==> src/rtl/rr_burst_arbiter.sv <==
// N-port round-robin arbiter with burst hold, MAX_HOLD preemption and a one-cycle gap between owners.
// Optional owner lock (suppresses preemption) is enabled by defining RR_ARB_LOCK_EN.
module rr_burst_arbiter #(
  parameter int N        = 4,
  parameter int MAX_HOLD = 16,
  localparam int ID_W    = $clog2(N)
) (
  input  logic            clk,
  input  logic            rst,
  input  logic [N-1:0]    req,
  input  logic            done,
`ifdef RR_ARB_LOCK_EN
  input  logic            lock,
`endif
  output logic [N-1:0]    grant,
  output logic            grant_valid,
  output logic [ID_W-1:0] grant_id,
  output logic            timeout
);

  localparam int CNT_W = $clog2(MAX_HOLD + 1);

  typedef enum logic [1:0] {IDLE, BUSY, GAP} state_t;

  state_t            r_state, w_state_nxt;
  logic [N-1:0]      r_grant, w_grant_nxt;
  logic [ID_W-1:0]   r_id, w_id_nxt;
  logic [ID_W-1:0]   r_ptr, w_ptr_nxt;
  logic [CNT_W-1:0]  r_cnt, w_cnt_nxt;
  logic              r_timeout, w_timeout_nxt;

  logic              w_lock;
  logic              w_found;
  logic [ID_W-1:0]   w_pick;
  logic [ID_W-1:0]   w_scan_idx;
  logic              w_owner_req;
  logic              w_hold_hit;
  logic              w_expired;
  logic              w_release;

`ifdef RR_ARB_LOCK_EN
  assign w_lock = lock;
`else
  assign w_lock = 1'b0;
`endif

  assign w_owner_req = req[r_id];
  assign w_hold_hit  = (r_cnt == CNT_W'(MAX_HOLD));
  assign w_expired   = w_hold_hit && !w_lock;
  assign w_release   = !w_owner_req || done || w_expired;

  // Scan from the rotating pointer; first requester found wins.
  always_comb begin
    w_found    = 1'b0;
    w_pick     = '0;
    w_scan_idx = '0;
    for (int unsigned i = 0; i < N; i++) begin
      w_scan_idx = ID_W'((32'(r_ptr) + i) % N);
      if (!w_found && req[w_scan_idx]) begin
        w_found = 1'b1;
        w_pick  = w_scan_idx;
      end
    end
  end

  always_comb begin
    w_state_nxt   = r_state;
    w_grant_nxt   = r_grant;
    w_id_nxt      = r_id;
    w_ptr_nxt     = r_ptr;
    w_cnt_nxt     = r_cnt;
    w_timeout_nxt = 1'b0;
    case (r_state)
      IDLE, GAP: begin
        if (w_found) begin
          w_state_nxt         = BUSY;
          w_grant_nxt         = '0;
          w_grant_nxt[w_pick] = 1'b1;
          w_id_nxt            = w_pick;
          w_cnt_nxt           = CNT_W'(1);
        end else begin
          w_state_nxt = IDLE;
          w_grant_nxt = '0;
        end
      end
      BUSY: begin
        if (w_release) begin
          w_state_nxt   = GAP;
          w_grant_nxt   = '0;
          w_ptr_nxt     = (r_id == ID_W'(N - 1)) ? '0 : r_id + 1'b1;
          w_timeout_nxt = w_owner_req && !done && w_expired;
        end else if (!w_hold_hit) begin
          // Counter saturates at MAX_HOLD while a lock holds off preemption.
          w_cnt_nxt = r_cnt + 1'b1;
        end
      end
      default: begin
        w_state_nxt = IDLE;
        w_grant_nxt = '0;
      end
    endcase
  end

  always_ff @(posedge clk) begin
    if (rst) begin
      r_state   <= IDLE;
      r_grant   <= '0;
      r_id      <= '0;
      r_ptr     <= '0;
      r_cnt     <= '0;
      r_timeout <= 1'b0;
    end else begin
      r_state   <= w_state_nxt;
      r_grant   <= w_grant_nxt;
      r_id      <= w_id_nxt;
      r_ptr     <= w_ptr_nxt;
      r_cnt     <= w_cnt_nxt;
      r_timeout <= w_timeout_nxt;
    end
  end

  assign grant       = r_grant;
  assign grant_valid = |r_grant;
  assign grant_id    = r_id;
  assign timeout     = r_timeout;

endmodule

==> config.mk <==
export PLATFORM = sky130hd
export DESIGN_NAME = rr_burst_arbiter
export DESIGN_NICKNAME = d
export VERILOG_FILES = /design/src/rtl/rr_burst_arbiter.sv
export SDC_FILE = /design/constraint.sdc
export NUM_CORES = 1
export LEC_CHECK = 0
export ABC_AREA = 1
export CORE_MARGIN = 2
export CORE_UTILIZATION = 30
export CTS_BUF_LIST = sky130_fd_sc_hd__clkbuf_16
export DETAILED_ROUTE_END_ITERATION = 10
export PLACE_DENSITY = 0.52
export SYNTH_ARGS = -nofsm -noshare
export SYNTH_HDL_FRONTEND = slang
export SYNTH_SLANG_ARGS = --single-unit
==> constraint.sdc <==
create_clock -name clk -period 1.5 [get_ports clk]
set_clock_uncertainty 0.2 [all_clocks]
set_input_delay 0.15 -clock clk [delete_from_list [all_inputs] [get_ports clk]]
set_output_delay 0.15 -clock clk [all_outputs]
set_load 0.01 [all_outputs]
==> reports/summary.md <==
The die covers 0.00389 sq mm. Summed over all nets, the switching power comes to 1.30 mW. The floorplan step set the die width to 62.3 um.

In this run, CTS created clock tree buffers numbering 3. The flow ran to the end, but the final reports show violations. The number of distinct library cell variants in the gate-level netlist after synthesis came out at 28. The path category of the worst min-delay check was reg2reg. The number of nets produced by synthesis was 162.

Chip height: 62.3 um. Summing internal, switching and leakage power gives 3.12 mW. Number of global-route vias before repair: 1061. The final number of max-transition violations was 0; the sequential share of power was 20.7%. For this run, the total global-route usage over all layers was measured as 13.9%. After technology mapping, the gate count stands at 152. The tools report the wire length of the first global-routing pass as 4.44 mm. In the final routed layout, each cell accounts on average for 10.9 um.

The tools report the total internal power as 1.81 mW. STA classifies the critical path endpoint as a flop. The critical path is of the reg2reg type. The initial utilization of the core area, before any placement, comes to 30.8%. Setup repair after global routing could not meet its margin everywhere. The capturing point of the worst reg2reg path was r_cnt[3]. The tools report the final number of hold-violating endpoints as 0. Once detail routing completed, the nets flagged for antenna violations numbered 0. In the finished design, the share of the clock period the worst path needs comes to 114%. The number of port buffers is 14. The number of iterations in the first detailed-routing pass was 4; the number of buffers inserted by hold repair at cts was 0. Entering global routing, the biggest net connects 10 pins. The checks that failed: negative setup slack. The run gives 21 as the number of rows created at floorplan.

Number of DRC markers in iteration 0: 73. Ranked by total cell area, the synthesized netlist is headed by dfxtp_1 31%, nand2_1 18%, inv_1 6.3%. The worst voltage drop across the vdd grid was 0.000706 V.

The clock passes through at most 2 buffers. The HPWL after detailed placement was 2.04 mm. Detailed routing inserted a total of 1124 vias.

Based on the critical path, the design can be clocked at up to 587 MHz. The growth of design area from synthesis to finish came out at 73.2%. The cell chosen for the clock root was clkbuf_16. The tools report the endpoint of the most critical setup path as r_cnt[3]. The logic depth of the worst register-to-register path was 12; the critical-path maximum fanout was 7.

The share of total power dissipated in the clock network is 16.8%. The transition time at the pin with the least slew margin was 280 ps; the areal power density over the cells was 1760 mW/mm^2. For the later-pin clock latency in the skew report, the log shows 250 ps.

The total overflow left after global routing is 0. After synthesis, the mean cell area works out to 6.72 sq um. For this design, the sink count on the clock tree is 16. The tools report the area of all sequential standard cells as 330 sq um.

The cell taking the most area after synthesis was dfxtp_1. The startpoint class of the critical path was a flop. The number of storage elements in the synthesis netlist works out to 16. Subtracting the final worst setup slack from the clock period gives 1700 ps. The number of top-level pins is 15, and the area taken by multi-input logic gates is 792 sq um. The Yosys step of the flow raised 0 warnings. For the worst setup path, the data required time is 1440 ps. The leakage power of the design is 0.862 nW. The net switching fraction of the power was 41.8%; the number of antenna violations at the first check in global routing was 0. The relative contribution of combinational cells to total power was 62.5%. The data arrival time of the worst path was 1650 ps; the total standard cell area after synthesis was 0.00102 sq mm.

The routed design has 2.70 mm of wire. After floorplanning, the core was sized to cover 0.00331 sq mm. TritonCTS built the clock tree.

The run gives 0.00144 sq mm as the post-place instance area. The clock transition at the registers of the reported paths came out at 50 ps. The final setup violation count was 13.

The maximum level of the CTS H-tree came out at 1. Share of layout cells above drive strength 1: 49.3%. The library cell used most frequently in the layout, excluding fill and tap cells, is nand2_1.

In the routed design, unresolved DRC markers number 0. The run gives 81.3% as the worst max-slew margin expressed relative to the limit. The cell area after layout is 0.00177 sq mm.

The congestion estimate from routability-driven global placement came to 0.862. After the last flow step, the layout net total stands at 214. The setup check on the worst reg-to-reg path leaves a slack of -200 ps. Source of the worst register-to-register timing path: r_ptr[0]. Fill cells in the final layout number 341.

The proportion of netlist area held by the largest area contributor is 31.4%. The worst setup slack after layout was -203 ps. The run gives 0 as the number of antenna diodes.

In the layout the commonest cells are 35 x nand2_1, 30 x buf_4, 13 x nand2_2. Summing the sequential cell areas from Yosys gives 31.4% of the chip area. The critical path starts at r_ptr[0]. In the routed layout, each cell is associated on average with a via count of 4.51. The tool flagged a number of max-cap violations equal to 0.
[routing by layer]
| layer | global-route usage [%] | routed length (um) | vias to the layer above |
|---|---|---|---|
| met5 | 0 | 0 | - |
| met4 | 4.17 | 7 | 0 |
| met3 | 1.99 | 58 | 2 |
| met2 | 25.8 | 1450 | 12 |
| met1 | 16.4 | 1190 | 517 |
| li1 | - | - | 593 |
[registers in the layout, indices dropped and copies added, names as in the netlist]
register  cells
grant         4
grant_id      2
r_cnt         5
r_ptr         2
r_state       2
timeout       1
[critical path, cell delays in order (launching register included)]
cell and delay (ps):
dfxtp_4 420, buf_6 130, nand2_4 50, nand3_2 70, nand2_4 80, nor2_8 140, nand3b_4 110, nand2_8 120
nand2_8 80, nand2_1 60, nand2_1 50, nand2_1 50, nor2_1 40
[power groups by stage]
stage	Sequential (mW)	Clock [mW]	Combinational [mW]
after floorplan	0.647	0	0.915
after global placement	0.624	0	1.58
after detailed placement	0.626	0	1.59
after CTS	0.631	0.536	1.62
after global routing	0.662	0.559	2.15
final	0.646	0.523	1.95
[what timing repair did]
action	in CTS	in global routing
endpoints found under the hold margin	0	0
setup buffers	2	5
resized for setup	26	49
pin swaps	9	26
endpoints found under the setup margin	22	16
[through the flow]
step | setup TNS [ps] | hold WS, ps | utilization [%] | setup WS (ps) | cells
6_report | -2060 | 294 | 53.4 | -203 | 249
5_1_grt | -3550 | 324 | 53.4 | -307 | 249
4_1_cts | -2540 | 298 | 47.3 | -218 | 244
3_5_place_dp | -6170 | 290 | 43.6 | -436 | 238
3_3_place_gp | -5930 | 297 | 43.6 | -409 | 238
2_1_floorplan | -345 | 25.5 | - | -60.0 | 152
[synthesized netlist by cell type]
| cell | count |
|---|---|
| o211ai_1 | 2 |
| nor4_1 | 1 |
| nand3b_4 | 1 |
| nor2_4 | 1 |
| nand2_4 | 3 |
| nand3b_1 | 1 |
| ha_1 | 3 |
| o21ai_0 | 2 |
| xor2_1 | 1 |
| clkinv_2 | 1 |
| nand4_1 | 2 |
| nand3_1 | 12 |
| nand2_2 | 6 |
| a21oi_1 | 9 |
| inv_1 | 17 |
| nor2_8 | 1 |
| inv_2 | 2 |
| o21ai_1 | 3 |
| nor3_1 | 1 |
| buf_4 | 1 |
| a21oi_2 | 2 |
| o21a_1 | 1 |
| or4_1 | 1 |
| dfxtp_1 | 16 |
| nor2_1 | 10 |
| clkbuf_1 | 1 |
| nand3_2 | 1 |
| nand2_1 | 50 |
[cell type report]
cell class,instances,area share [%]
flip-flops and latches,16,18.7
clock inverters,1,0.212
inverters,20,5.10
clock buffers,3,4.25
repair buffers,49,23.7
multi-input cells,114,44.8
well taps,46,3.26
[logic make-up (layout without fill, tap and decap cells)]
| logic type | Yosys count | count (layout) | share of synthesized area (%) |
|---|---|---|---|
| AO/OA/AOI/OAI | 19 | 19 | 10.8 |
| adder cells (fa/ha/maj) | 3 | 3 | 3.68 |
| buffers and inverters | 22 | 73 | 8.58 |
| flip-flops | 16 | 16 | 31.4 |
| AND/OR/NAND/NOR | 91 | 91 | 44.7 |
| XOR/XNOR | 1 | 1 | 0.858 |
[worst min-delay path by stage]
stage                        start        to  slack (ps)  depth (start not counted)
after CTS                 r_cnt[4]  r_cnt[4]         300                          2
after global routing      r_cnt[4]  r_cnt[4]         320                          2
after detailed placement  r_cnt[4]  r_cnt[4]         290                          2
after global placement    r_cnt[4]  r_cnt[4]         300                          2
final                     r_cnt[4]  r_cnt[4]         290                          2
after floorplan                rst   timeout          30                          1
Note: power is estimated with default switching activity, not from simulation.
